File: src/rtl/hazard_ctrl_pkg.sv
// hazard_ctrl_pkg: shared types and constants for the pipeline hazard controller.
// Optional macro HAZARD_STATS_EN (see hazard_ctrl.sv) uses sat_inc32 below.
package hazard_ctrl_pkg;

    // Controller FSM states; the encoding is visible on the state_o debug port.
    typedef enum logic [1:0] {
        HZ_RUN      = 2'b00,
        HZ_LU_STALL = 2'b01,
        HZ_FLUSH    = 2'b10,
        HZ_MEM_WAIT = 2'b11
    } hz_state_t;

    // ALU operand source select.
    typedef enum logic [1:0] {
        FWD_RF  = 2'b00,
        FWD_WB  = 2'b01,
        FWD_MEM = 2'b10
    } fwd_sel_t;

    // Next-PC source codes produced by the EX stage.
    localparam logic [1:0] PC_NEXT = 2'b00;
    localparam logic [1:0] PC_JR   = 2'b01;
    localparam logic [1:0] PC_BR   = 2'b10;
    localparam logic [1:0] PC_J    = 2'b11;

    // Bubble counter width; covers up to 7 remaining bubbles.
    localparam int CNT_W = 3;

    // Saturating increment used by the optional event counters.
    function automatic logic [31:0] sat_inc32(input logic [31:0] v, input logic en);
        return (en && (v != '1)) ? v + 32'd1 : v;
    endfunction

endpackage

File: src/rtl/hazard_ctrl_if.sv
// hazard_ctrl_if: datapath <-> hazard controller signal bundle.
// The master side is the datapath, the slave side is hazard_ctrl.
// With HAZARD_STATS_EN defined the bundle also carries stall_cnt/flush_cnt.
interface hazard_ctrl_if #(
    parameter int REG_AW = 5
);
    logic [REG_AW-1:0] ifid_rs, ifid_rt;
    logic [REG_AW-1:0] idex_rs, idex_rt;
    logic              idex_dren;
    logic [REG_AW-1:0] idex_wsel;
    logic              exmem_wen, memwb_wen;
    logic [REG_AW-1:0] exmem_wsel, memwb_wsel;
    logic [1:0]        pcsrc;
    logic              ihit, dhit, dmem_req;

    logic              pc_en, ifid_en, idex_en, exmem_en;
    logic              ifid_flush, idex_flush;
    logic [1:0]        fwd_a, fwd_b;
    logic [1:0]        state_o;
`ifdef HAZARD_STATS_EN
    logic [31:0]       stall_cnt, flush_cnt;

    modport master (
        output ifid_rs, ifid_rt, idex_rs, idex_rt, idex_dren, idex_wsel,
               exmem_wen, memwb_wen, exmem_wsel, memwb_wsel, pcsrc,
               ihit, dhit, dmem_req,
        input  pc_en, ifid_en, idex_en, exmem_en, ifid_flush, idex_flush,
               fwd_a, fwd_b, state_o, stall_cnt, flush_cnt
    );

    modport slave (
        input  ifid_rs, ifid_rt, idex_rs, idex_rt, idex_dren, idex_wsel,
               exmem_wen, memwb_wen, exmem_wsel, memwb_wsel, pcsrc,
               ihit, dhit, dmem_req,
        output pc_en, ifid_en, idex_en, exmem_en, ifid_flush, idex_flush,
               fwd_a, fwd_b, state_o, stall_cnt, flush_cnt
    );
`else
    modport master (
        output ifid_rs, ifid_rt, idex_rs, idex_rt, idex_dren, idex_wsel,
               exmem_wen, memwb_wen, exmem_wsel, memwb_wsel, pcsrc,
               ihit, dhit, dmem_req,
        input  pc_en, ifid_en, idex_en, exmem_en, ifid_flush, idex_flush,
               fwd_a, fwd_b, state_o
    );

    modport slave (
        input  ifid_rs, ifid_rt, idex_rs, idex_rt, idex_dren, idex_wsel,
               exmem_wen, memwb_wen, exmem_wsel, memwb_wsel, pcsrc,
               ihit, dhit, dmem_req,
        output pc_en, ifid_en, idex_en, exmem_en, ifid_flush, idex_flush,
               fwd_a, fwd_b, state_o
    );
`endif

endinterface

File: src/rtl/hazard_ctrl_fwd_select.sv
// hazard_ctrl_fwd_select: combinational forwarding comparator for one ALU operand.
// The younger EX/MEM result wins over MEM/WB; register 0 is never forwarded.
module hazard_ctrl_fwd_select
    import hazard_ctrl_pkg::*;
#(
    parameter int REG_AW = 5
) (
    input  logic [REG_AW-1:0] src,
    input  logic              exmem_wen,
    input  logic [REG_AW-1:0] exmem_wsel,
    input  logic              memwb_wen,
    input  logic [REG_AW-1:0] memwb_wsel,
    output fwd_sel_t          sel
);
    logic exmem_hit;
    logic memwb_hit;

    assign exmem_hit = exmem_wen && (exmem_wsel != '0) && (exmem_wsel == src);
    assign memwb_hit = memwb_wen && (memwb_wsel != '0) && (memwb_wsel == src);

    // Priority select: newest producer first.
    always_comb begin
        if (exmem_hit) begin
            sel = FWD_MEM;
        end else if (memwb_hit) begin
            sel = FWD_WB;
        end else begin
            sel = FWD_RF;
        end
    end

endmodule

File: src/rtl/hazard_ctrl.sv
// hazard_ctrl: stall/flush/freeze sequencing and operand forwarding for the
// 5-stage MIPS pipeline. Stage enables and flushes are combinational from the
// registered state plus the current hazard inputs.
// Optional feature macro: HAZARD_STATS_EN (adds stall_cnt/flush_cnt counters).
module hazard_ctrl
    import hazard_ctrl_pkg::*;
#(
    parameter int REG_AW          = 5,
    parameter int FLUSH_CYCLES    = 1,
    parameter int LU_STALL_CYCLES = 1
) (
    input logic          CLK,
    input logic          RST,
    hazard_ctrl_if.slave hz
);
    localparam logic [1:0] ST_RUN      = 2'(HZ_RUN);
    localparam logic [1:0] ST_LU_STALL = 2'(HZ_LU_STALL);
    localparam logic [1:0] ST_FLUSH    = 2'(HZ_FLUSH);
    localparam logic [1:0] ST_MEM_WAIT = 2'(HZ_MEM_WAIT);

    // Remaining bubbles after the cycle that detects the hazard.
    localparam logic [CNT_W-1:0] FLUSH_RELOAD = CNT_W'(FLUSH_CYCLES - 1);
    localparam logic [CNT_W-1:0] LU_RELOAD    = CNT_W'(LU_STALL_CYCLES - 1);

    logic [1:0]       state_q, state_d;
    logic [1:0]       saved_q, saved_d;   // state to resume after a memory freeze
    logic [CNT_W-1:0] cnt_q, cnt_d;

    logic     mem_freeze;
    logic     redirect;
    logic     ctrl_flush;
    logic     load_use;
    fwd_sel_t fwd_a_sel, fwd_b_sel;

    assign mem_freeze = (hz.dmem_req && !hz.dhit) || (!hz.dmem_req && !hz.ihit);

    // Decode whether EX is redirecting the PC.
    always_comb begin
        redirect = 1'b0;
        case (hz.pcsrc)
            PC_JR, PC_BR, PC_J: redirect = 1'b1;
            PC_NEXT:            redirect = 1'b0;
        endcase
    end

    // A redirect is only honoured from RUN or LU_STALL; it pre-empts a stall.
    assign ctrl_flush = redirect && ((state_q == ST_RUN) || (state_q == ST_LU_STALL));

    assign load_use = hz.idex_dren && (hz.idex_wsel != '0) &&
                      ((hz.idex_wsel == hz.ifid_rs) || (hz.idex_wsel == hz.ifid_rt));

    // Next-state and stage-control decode in priority order: freeze > flush > load-use.
    always_comb begin
        // NOTE: every output of this block gets a default first, so no path can infer a latch.
        state_d       = state_q;
        saved_d       = saved_q;
        cnt_d         = cnt_q;
        hz.pc_en      = 1'b1;
        hz.ifid_en    = 1'b1;
        hz.idex_en    = 1'b1;
        hz.exmem_en   = 1'b1;
        hz.ifid_flush = 1'b0;
        hz.idex_flush = 1'b0;

        if (mem_freeze) begin
            {hz.pc_en, hz.ifid_en, hz.idex_en, hz.exmem_en} = 4'b0000;
            state_d = ST_MEM_WAIT;
            if (state_q != ST_MEM_WAIT) begin
                saved_d = state_q;
            end
        end else begin
            case (state_q)
                ST_MEM_WAIT: begin
                    // Release cycle: pipeline still held, resume on the next edge.
                    {hz.pc_en, hz.ifid_en, hz.idex_en, hz.exmem_en} = 4'b0000;
                    state_d = saved_q;
                end
                ST_FLUSH: begin
                    hz.ifid_flush = 1'b1;
                    if (cnt_q <= CNT_W'(1)) begin
                        state_d = ST_RUN;
                        cnt_d   = '0;
                    end else begin
                        cnt_d = cnt_q - CNT_W'(1);
                    end
                end
                default: begin
                    if (ctrl_flush) begin
                        hz.ifid_flush = 1'b1;
                        hz.idex_flush = 1'b1;
                        if (FLUSH_CYCLES > 1) begin
                            state_d = ST_FLUSH;
                            cnt_d   = FLUSH_RELOAD;
                        end else begin
                            state_d = ST_RUN;
                            cnt_d   = '0;
                        end
                    end else if (state_q == ST_LU_STALL) begin
                        hz.pc_en      = 1'b0;
                        hz.ifid_en    = 1'b0;
                        hz.idex_flush = 1'b1;
                        if (cnt_q <= CNT_W'(1)) begin
                            state_d = ST_RUN;
                            cnt_d   = '0;
                        end else begin
                            cnt_d = cnt_q - CNT_W'(1);
                        end
                    end else if (load_use) begin
                        hz.pc_en      = 1'b0;
                        hz.ifid_en    = 1'b0;
                        hz.idex_flush = 1'b1;
                        if (LU_STALL_CYCLES > 1) begin
                            state_d = ST_LU_STALL;
                            cnt_d   = LU_RELOAD;
                        end
                    end
                end
            endcase
        end
    end

    // FSM state, resume state and bubble counter registers.
    always_ff @(posedge CLK) begin
        // NOTE: non-blocking assignments here so every flop samples pre-edge values.
        if (RST) begin
            state_q <= ST_RUN;
            saved_q <= ST_RUN;
            cnt_q   <= '0;
        end else begin
            state_q <= state_d;
            saved_q <= saved_d;
            cnt_q   <= cnt_d;
        end
    end

    hazard_ctrl_fwd_select #(.REG_AW(REG_AW)) u_fwd_a (
        .src        (hz.idex_rs),
        .exmem_wen  (hz.exmem_wen),
        .exmem_wsel (hz.exmem_wsel),
        .memwb_wen  (hz.memwb_wen),
        .memwb_wsel (hz.memwb_wsel),
        .sel        (fwd_a_sel)
    );

    hazard_ctrl_fwd_select #(.REG_AW(REG_AW)) u_fwd_b (
        .src        (hz.idex_rt),
        .exmem_wen  (hz.exmem_wen),
        .exmem_wsel (hz.exmem_wsel),
        .memwb_wen  (hz.memwb_wen),
        .memwb_wsel (hz.memwb_wsel),
        .sel        (fwd_b_sel)
    );

    assign hz.fwd_a   = fwd_a_sel;
    assign hz.fwd_b   = fwd_b_sel;
    assign hz.state_o = state_q;

`ifdef HAZARD_STATS_EN
    logic [31:0] stall_cnt_q, stall_cnt_d;
    logic [31:0] flush_cnt_q, flush_cnt_d;
    logic        flush_evt;
    logic        stall_cyc;

    assign flush_evt = ctrl_flush && !mem_freeze;
    assign stall_cyc = (state_q == ST_LU_STALL) || (state_q == ST_MEM_WAIT);

    // Saturating event counters for performance debug.
    always_comb begin
        stall_cnt_d = sat_inc32(stall_cnt_q, stall_cyc);
        flush_cnt_d = sat_inc32(flush_cnt_q, flush_evt);
    end

    // Counter registers, cleared by reset.
    always_ff @(posedge CLK) begin
        if (RST) begin
            stall_cnt_q <= '0;
            flush_cnt_q <= '0;
        end else begin
            stall_cnt_q <= stall_cnt_d;
            flush_cnt_q <= flush_cnt_d;
        end
    end

    assign hz.stall_cnt = stall_cnt_q;
    assign hz.flush_cnt = flush_cnt_q;
`endif

endmodule

File: src/flat_wrapper.sv
// flat-port wrapper written by rule: the top's interface ports become plain ports
module hazard_ctrl_flat import hazard_ctrl_pkg::*;
#(
    parameter int REG_AW          = 5,
    parameter int FLUSH_CYCLES    = 1,
    parameter int LU_STALL_CYCLES = 1
)
  (CLK, RST, hz_ifid_rs, hz_ifid_rt, hz_idex_rs, hz_idex_rt, hz_idex_dren, hz_idex_wsel, hz_exmem_wen, hz_memwb_wen, hz_exmem_wsel, hz_memwb_wsel, hz_pcsrc, hz_ihit, hz_dhit, hz_dmem_req, hz_pc_en, hz_ifid_en, hz_idex_en, hz_exmem_en, hz_ifid_flush, hz_idex_flush, hz_fwd_a, hz_fwd_b, hz_state_o);
  hazard_ctrl_if #(.REG_AW(REG_AW)) hz_i ();
  input logic CLK;
  input logic RST;
  input wire logic [$bits(hz_i.ifid_rs)-1:0] hz_ifid_rs;
  input wire logic [$bits(hz_i.ifid_rt)-1:0] hz_ifid_rt;
  input wire logic [$bits(hz_i.idex_rs)-1:0] hz_idex_rs;
  input wire logic [$bits(hz_i.idex_rt)-1:0] hz_idex_rt;
  input wire logic [$bits(hz_i.idex_dren)-1:0] hz_idex_dren;
  input wire logic [$bits(hz_i.idex_wsel)-1:0] hz_idex_wsel;
  input wire logic [$bits(hz_i.exmem_wen)-1:0] hz_exmem_wen;
  input wire logic [$bits(hz_i.memwb_wen)-1:0] hz_memwb_wen;
  input wire logic [$bits(hz_i.exmem_wsel)-1:0] hz_exmem_wsel;
  input wire logic [$bits(hz_i.memwb_wsel)-1:0] hz_memwb_wsel;
  input wire logic [$bits(hz_i.pcsrc)-1:0] hz_pcsrc;
  input wire logic [$bits(hz_i.ihit)-1:0] hz_ihit;
  input wire logic [$bits(hz_i.dhit)-1:0] hz_dhit;
  input wire logic [$bits(hz_i.dmem_req)-1:0] hz_dmem_req;
  output wire logic [$bits(hz_i.pc_en)-1:0] hz_pc_en;
  output wire logic [$bits(hz_i.ifid_en)-1:0] hz_ifid_en;
  output wire logic [$bits(hz_i.idex_en)-1:0] hz_idex_en;
  output wire logic [$bits(hz_i.exmem_en)-1:0] hz_exmem_en;
  output wire logic [$bits(hz_i.ifid_flush)-1:0] hz_ifid_flush;
  output wire logic [$bits(hz_i.idex_flush)-1:0] hz_idex_flush;
  output wire logic [$bits(hz_i.fwd_a)-1:0] hz_fwd_a;
  output wire logic [$bits(hz_i.fwd_b)-1:0] hz_fwd_b;
  output wire logic [$bits(hz_i.state_o)-1:0] hz_state_o;
  assign hz_i.ifid_rs = hz_ifid_rs;
  assign hz_i.ifid_rt = hz_ifid_rt;
  assign hz_i.idex_rs = hz_idex_rs;
  assign hz_i.idex_rt = hz_idex_rt;
  assign hz_i.idex_dren = hz_idex_dren;
  assign hz_i.idex_wsel = hz_idex_wsel;
  assign hz_i.exmem_wen = hz_exmem_wen;
  assign hz_i.memwb_wen = hz_memwb_wen;
  assign hz_i.exmem_wsel = hz_exmem_wsel;
  assign hz_i.memwb_wsel = hz_memwb_wsel;
  assign hz_i.pcsrc = hz_pcsrc;
  assign hz_i.ihit = hz_ihit;
  assign hz_i.dhit = hz_dhit;
  assign hz_i.dmem_req = hz_dmem_req;
  assign hz_pc_en = hz_i.pc_en;
  assign hz_ifid_en = hz_i.ifid_en;
  assign hz_idex_en = hz_i.idex_en;
  assign hz_exmem_en = hz_i.exmem_en;
  assign hz_ifid_flush = hz_i.ifid_flush;
  assign hz_idex_flush = hz_i.idex_flush;
  assign hz_fwd_a = hz_i.fwd_a;
  assign hz_fwd_b = hz_i.fwd_b;
  assign hz_state_o = hz_i.state_o;
  hazard_ctrl #(.REG_AW(REG_AW), .FLUSH_CYCLES(FLUSH_CYCLES), .LU_STALL_CYCLES(LU_STALL_CYCLES)) u_core (.CLK(CLK), .RST(RST), .hz(hz_i));
endmodule
File: config.mk
export PLATFORM = sky130hd
export DESIGN_NAME = hazard_ctrl_flat
export DESIGN_NICKNAME = d
export VERILOG_FILES = /design/src/rtl/hazard_ctrl_pkg.sv /design/src/rtl/hazard_ctrl_if.sv /design/src/rtl/hazard_ctrl_fwd_select.sv /design/src/rtl/hazard_ctrl.sv /design/src/flat_wrapper.sv
export SDC_FILE = /design/constraint.sdc
export NUM_CORES = 1
export LEC_CHECK = 0
export ABC_AREA = 1
export CAP_MARGIN = 25
export CORE_ASPECT_RATIO = 1.5
export CORE_MARGIN = 10
export CORE_UTILIZATION = 40
export CTS_BUF_LIST = sky130_fd_sc_hd__clkbuf_2
export DETAILED_ROUTE_END_ITERATION = 8
export GPL_ROUTABILITY_DRIVEN = 0
export PLACE_DENSITY = 0.86
export SYNTH_ARGS = -nofsm -noshare
export SYNTH_HDL_FRONTEND = slang
export SYNTH_SLANG_ARGS = --single-unit
File: constraint.sdc
create_clock -name CLK -period 3.82 [get_ports CLK]
set_input_delay 0.764 -clock CLK [delete_from_list [all_inputs] [get_ports CLK]]
set_output_delay 0.764 -clock CLK [all_outputs]
set_load 0.03 [all_outputs]
Word level (Yosys, flattened, before mapping)
Index checks and enable logic that the tools add are counted.
W data, S select, Z words.
{ "word_totals": {"input_bits": 45, "ff_bits": 7, "out_inout_bits": 12, "elab_cells": 77} }
{ "classes": {"n_eq_ne": 13, "n_reduce_logical": 28, "addsub": 1, "n_bitwise": 2, "muxes": 29, "magnitude_cmp": 1} }
{ "op_table": {"columns": ["op", "n"], "rows": [
  ["$eq A5 B5 Y1", 6],
  ["$reduce_bool A5 Y1", 4],
  ["$mux W1", 15],
  ["$mux W2", 6],
  ["$logic_and A1 B1 Y1", 11],
  ["$mux W3", 3],
  ["$eq A2 B2 Y1 const B", 4],
  ["$pmux W1 S2", 3],
  ["$pmux W3 S2", 1],
  ["$eq A2 B1 Y1 const B", 2],
  ["$logic_not A2 Y1", 2],
  ["$pmux W2 S2", 1],
  ["$le A3 B1 Y1 const B", 1],
  ["$logic_not A1 Y1", 3],
  ["$logic_or A1 B1 Y1", 3],
  ["$reduce_and A3 Y1", 1],
  ["$reduce_bool A3 Y1", 1],
  ["$reduce_or A3 Y1", 1],
  ["$sub A3 B1 Y3 const B", 1],
  ["$ne A2 B2 Y1 const B", 1],
  ["$not A1 Y1", 2],
  ["$reduce_and A2 Y1", 1],
  ["$reduce_or A2 Y1", 1]
]} }

Longest topological paths before layout
{ "logic_depth": {"word_depth": 8, "mapped_depth": 10, "mapped_depth_nobuf": 10} }

Cells and area by module
Synthesis repeated with hierarchy kept, for this count alone.
{ "unflattened": {"cells_unflattened": 232, "area_unflattened_um2": 1188.6} }
{ "modules_own_cells": {"columns": ["mod", "n_inst", "cells_each", "area_per_inst_um2"], "rows": [
  ["hazard_ctrl", 1, 130, 745.7],
  ["hazard_ctrl_fwd_select", 2, 51, 221.5]
]} }

Worst setup path before layout
Ideal clock, no wire load.
{ "synth_path": {"path_type": "in2out", "startpoint": "input port hz_idex_wsel[3]", "endpoint": "output port hz_pc_en", "path_slack_ps": 1073, "path_stages": 8, "arrival_time_ps": 1983, "n_path_buf": 1, "path_cell_list": "inv_1 nand4_1 o21ai_0 inv_1 nand2_1 nand2_1 a21oi_1 buf_4"} }
{ "synth_between": {"elab_chain_cells": 8} }
{ "synth_rtl": {"columns": ["item", "line_no", "rtl"], "rows": [
  ["from (decl)", "flat_wrapper.sv:17", "input wire logic [$bits(hz_i.idex_wsel)-1:0] hz_idex_wsel;"],
  ["$eq A5 B5 Y1 or $reduce_bool A5 Y1 (tied branches)", "hazard_ctrl.sv:50, hazard_ctrl.sv:49", null],
  ["$logic_or A1 B1 Y1 or $logic_and A1 B1 Y1 (tied branches)", "hazard_ctrl.sv:50, hazard_ctrl.sv:49", null],
  ["$logic_and A1 B1 Y1 (*)", "hazard_ctrl.sv:49", "assign load_use = hz.idex_dren && (hz.idex_wsel != '0) &&"],
  ["$mux W1 (*) (3 in series)", null, null],
  ["$pmux W1 S2 (*)", null, null],
  ["$mux W1 (*)", null, null],
  ["to (decl)", "flat_wrapper.sv:26", "output wire logic [$bits(hz_i.pc_en)-1:0] hz_pc_en;"]
]} }
Every way passes the cells marked *; elsewhere a longest branch is shown, timed or not.

Worst setup path after layout
{ "layout_path": {"startpoint": "input port hz_idex_wsel[0]", "endpoint": "output port hz_pc_en"} }
{ "layout_between": {"elab_chain_cells": 8} }
{ "layout_rtl": {"columns": ["item", "line_no", "rtl"], "rows": [
  ["$eq A5 B5 Y1 or $reduce_bool A5 Y1 (tied branches)", "hazard_ctrl.sv:50, hazard_ctrl.sv:49", null],
  ["$logic_or A1 B1 Y1 or $logic_and A1 B1 Y1 (tied branches)", "hazard_ctrl.sv:50, hazard_ctrl.sv:49", null],
  ["$logic_and A1 B1 Y1 (*)", "hazard_ctrl.sv:49", null],
  ["$mux W1 (*)", "hazard_ctrl.sv:108", "end else if (load_use) begin"],
  ["$mux W1 (*)", "hazard_ctrl.sv:98", "end else if (state_q == ST_LU_STALL) begin"],
  ["$mux W1 (*)", "hazard_ctrl.sv:88", "if (ctrl_flush) begin"],
  ["$pmux W1 S2 (*)", "hazard_ctrl.sv:72", "case (state_q)"],
  ["$mux W1 (*)", "hazard_ctrl.sv:65", "if (mem_freeze) begin"]
]} }
Marks and branches as above.

==> run_results.csv <==
group,metric,value,unit
die,io_pins,57,
power,pwr-share-comb,59.9,%
detailed_routing,drc_errors,0,
sta,finalHoldViolations,0,
run,max_cap_viol_count,0,
power,internal-power,0.0002095,W
layout,final_nets,278,
synthesis,syn_nets,221,
worst_setup_path,worstPathCellList,"clkdlybuf4s50_1 > inv_1 > nand4_1 > o21ai_0 > inv_1 > nand2_1 > nand2_1 > a21oi_1 > clkdlybuf4s50_1",
placed_design,place_inst,258,
synthesis,yosysSeqAreaShare,13.13,%
detailed_routing,wl,3123,um
clock_network,clock_latency,0.23,ns
sta,final_max_slew_viol_count,0,
die,dieWidth,62.18,um
power,switching_power,0.0001420,W
worst_setup_path,cp-end-kind,"primary output",
global_routing,gr-total-overflow,0,
worst_setup_path,crit_family,"buffers and inverters",
synthesis,avgSynthCellArea,6.278,um2
worst_setup_path,r2r-end,"u_core.hz.state_o[1]$_SDFFE_PP0P_",
sta,post-route-min-period,3.380,ns
synthesis,synth_top_family_by_area,"simple AND/OR/NAND/NOR gates",
worst_setup_path,r2r_start,"u_core.hz.state_o[1]$_SDFFE_PP0P_",
detailed_routing,detail-route-antenna-nets,0,
worst_setup_path,crit_path_start_kind,"input port",
layout,insertedDiodeCount,0,
global_routing,grtUsageTotal,11.87,%
sta,fmax,0.2958,GHz
power,seqPwrFrac,24.2,%
worst_setup_path,endpoint,"hz_pc_en",
clock_network,postCtsResizedCells,0,
worst_setup_path,path_max_fanout,4,
global_routing,grt_pass1_wl,5154,um
layout,regArea,140.1,um2
layout,layout_common_cells,"clkdlybuf4s50_1, nand2_1, inv_1",
sta,rsz0062_at_grt,"no",
clock_network,hold_buffers,0,
layout,final_cells,262,
worst_setup_path,crit_arrival,2.62,ns
synthesis,postSynthCellCount,170,
detailed_routing,vias,1210,
synthesis,ys_warn_count,0,
worst_setup_path,regToRegSetupSlack,2.21,ns
worst_setup_path,cp.buffers_inverters,4,
global_routing,grt_max_degree,9,
synthesis,synthDistinctLibCells,25,
clock_network,cts_root_buf,"clkbuf_2",
worst_setup_path,slowest_stage,"clkdlybuf4s50_1",
die,dieArea,5177,um2
global_routing,grt_pass1_vias,1191,
synthesis,synth_compound_area_share,13.95,%
worst_setup_path,cp-startpoint,"hz_idex_wsel[0]",
synthesis,netlist_area,1067,um2
clock_network,clk_pin_slew_worst_paths,0.07,ns
placed_design,dp_hpwl,2822,um
placed_design,port_buffers,56,
power,leakage,0.7412,nW
layout,final_common_cell,"clkdlybuf4s50_1",
synthesis,synth_mux_area_share,0,%
synthesis,synth-seq-cells,7,
die,core_region_area,2505,um2
sta,finalCritPeriodShare,88.49,%
power,power_density,211.4,nW/um2
clock_network,cts_made_buffers,3,
worst_hold_path,hp-class,"reg -> reg",
power,p_sw_share,40.40,%
worst_setup_path,rr_worst_depth,9,
layout,multi_input_area,780.7,um2
detailed_routing,drtIter0Drc,48,
sta,finalSetupViolations,0,
worst_setup_path,worstPathRequired,3.06,ns
sta,layout_setup_ws,0.4395,ns
detailed_routing,wl_per_cell,11.92,um
clock_network,cts_max_level,1,
sta,fin_skew,0.002383,ns
die,chipHeight,83.27,um
synthesis,synth_xor_area_share,18.05,%
worst_setup_path,worstSetupPathType,"in -> out",
layout,nFillCells,227,
synthesis,yosys.area_share.simple,34.11,%
die,fp-row-count,22,
worst_setup_path,critical-path-max-stage-delay,0.71,ns
placed_design,dpl_cell_area,1643,um2
sta,tightest_slew,0.3208,ns
sta,relSlewSlack,78.55,%
layout,final_core_util,66.38,%
status,status,"finished clean",
detailed_routing,viasPerCell,4.618,
synthesis,synth_adder_area_share,7.034,%
global_routing,antenna_found_initial,0,
layout,drive_gt1_share,10.62,%
layout,final_cell_area,1663,um2
clock_network,cts_buffer_depth,2,
power,clockPowerShare,15.9,%
detailed_routing,dr.pass1.iters,4,
clock_network,cts.sinks,7,
die,start_util,42.61,%
placed_design,pre_cts_ws,0.4293,ns
sta,final.setup.tns,0,ns
layout,area_growth,55.80,%
power,peakVddDrop,0.1704,mV
clock_network,post_cts_buffers,0,
clock_network,cts_tree,"yes",
worst_setup_path,cp.depth,9,
-- power groups by stage --
stage | clock network (W) | logic [W] | registers, W
after floorplan | 0 | 0.000119 | 0.0000891
after global placement | 0 | 0.000208 | 0.0000870
after detailed placement | 0 | 0.000212 | 0.0000869
after CTS | 0.0000579 | 0.000213 | 0.0000853
after global routing | 0.0000623 | 0.000231 | 0.0000862
final | 0.0000559 | 0.000210 | 0.0000852
-- worst register-to-register path, stage by stage (launching register included) --
cell	delay (ns)
dfxtp_1	0.45
inv_1	0.13
ha_1	0.21
nor2_2	0.15
a21oi_4	0.06
nand2_1	0.11
nand2_2	0.10
o21ai_2	0.15
nand2_1	0.07
a21oi_1	0.11
-- cell usage after synthesis --
| library cell | count | area [um2] |
|---|---|---|
| dfxtp_1 | 7 | 140.1 |
| nand2_1 | 41 | 153.9 |
| nor2_4 | 2 | 22.52 |
| a21oi_4 | 1 | 16.27 |
| o21ai_1 | 2 | 10.01 |
| o21ai_4 | 2 | 32.53 |
| a31oi_1 | 1 | 6.260 |
| nand4_1 | 3 | 18.77 |
| nand2_2 | 2 | 12.51 |
| ha_1 | 6 | 75.07 |
| o21ai_0 | 3 | 15.01 |
| xor2_1 | 10 | 87.58 |
| a21oi_1 | 7 | 35.03 |
| o21bai_1 | 1 | 7.510 |
| inv_1 | 25 | 93.84 |
| nor3_1 | 2 | 10.01 |
| nor2_1 | 17 | 63.81 |
| xnor2_1 | 12 | 105.1 |
| nor4_2 | 2 | 25.02 |
| nor2_2 | 2 | 12.51 |
| o21ai_2 | 1 | 8.760 |
| inv_2 | 6 | 22.52 |
| a21oi_2 | 2 | 17.52 |
| buf_4 | 4 | 30.03 |
| nand3_1 | 9 | 45.04 |
-- state kept, by name, summed over array words and instances, names as in the netlist --
signal / count
u_core.cnt_q: 3
u_core.hz.state_o: 2
u_core.saved_q: 2
-- routing by layer --
metal  up-vias  GRT usage [%]  share of wire [%]
met3         4          2.016                4.0
met2        46          20.90                 51
li1        645              -                  -
met5         -              0                  0
met4         0          3.742               0.74
met1       515          13.93                 44
-- final cells by class --
class	count	share of cell area [%]
Clock buffer	4	1.204
Inverter	31	6.998
Multi-Input combinational cell	128	46.95
Tap cell	36	2.709
Timing Repair Buffer	56	33.71
Sequential cell	7	8.427
-- how the worst min path moves through the flow --
stage / startpoint / endpoint / cells after the start
6_report: u_core.saved_q[1]$_SDFFE_PP0P_ / u_core.saved_q[1]$_SDFFE_PP0P_ / 2
5_1_grt: u_core.saved_q[0]$_SDFFE_PP0P_ / u_core.saved_q[0]$_SDFFE_PP0P_ / 2
4_1_cts: u_core.saved_q[0]$_SDFFE_PP0P_ / u_core.saved_q[0]$_SDFFE_PP0P_ / 2
3_5_place_dp: u_core.saved_q[0]$_SDFFE_PP0P_ / u_core.saved_q[0]$_SDFFE_PP0P_ / 2
3_3_place_gp: u_core.saved_q[0]$_SDFFE_PP0P_ / u_core.saved_q[0]$_SDFFE_PP0P_ / 2
2_1_floorplan: u_core.saved_q[0]$_SDFFE_PP0P_ / u_core.saved_q[0]$_SDFFE_PP0P_ / 2
-- cell families after synthesis --
group | after synthesis
AND/OR/NAND/NOR | 80
buffers and inverters | 35
XOR/XNOR | 22
AO/OA/AOI/OAI | 20
flip-flops | 7
adder cells (fa/ha/maj) | 6
-- stage by stage --
stage               hold slack [ns]  power (W)
finish                       0.4725  0.0003515
CTS                          0.4719  0.0003561
detailed placement           0.4608  0.0002987
global route                 0.4936  0.0003797
floorplan                    0.4334  0.0002077
global placement             0.4517  0.0002950
No activity file was read; power rests on OpenSTA's default activity.
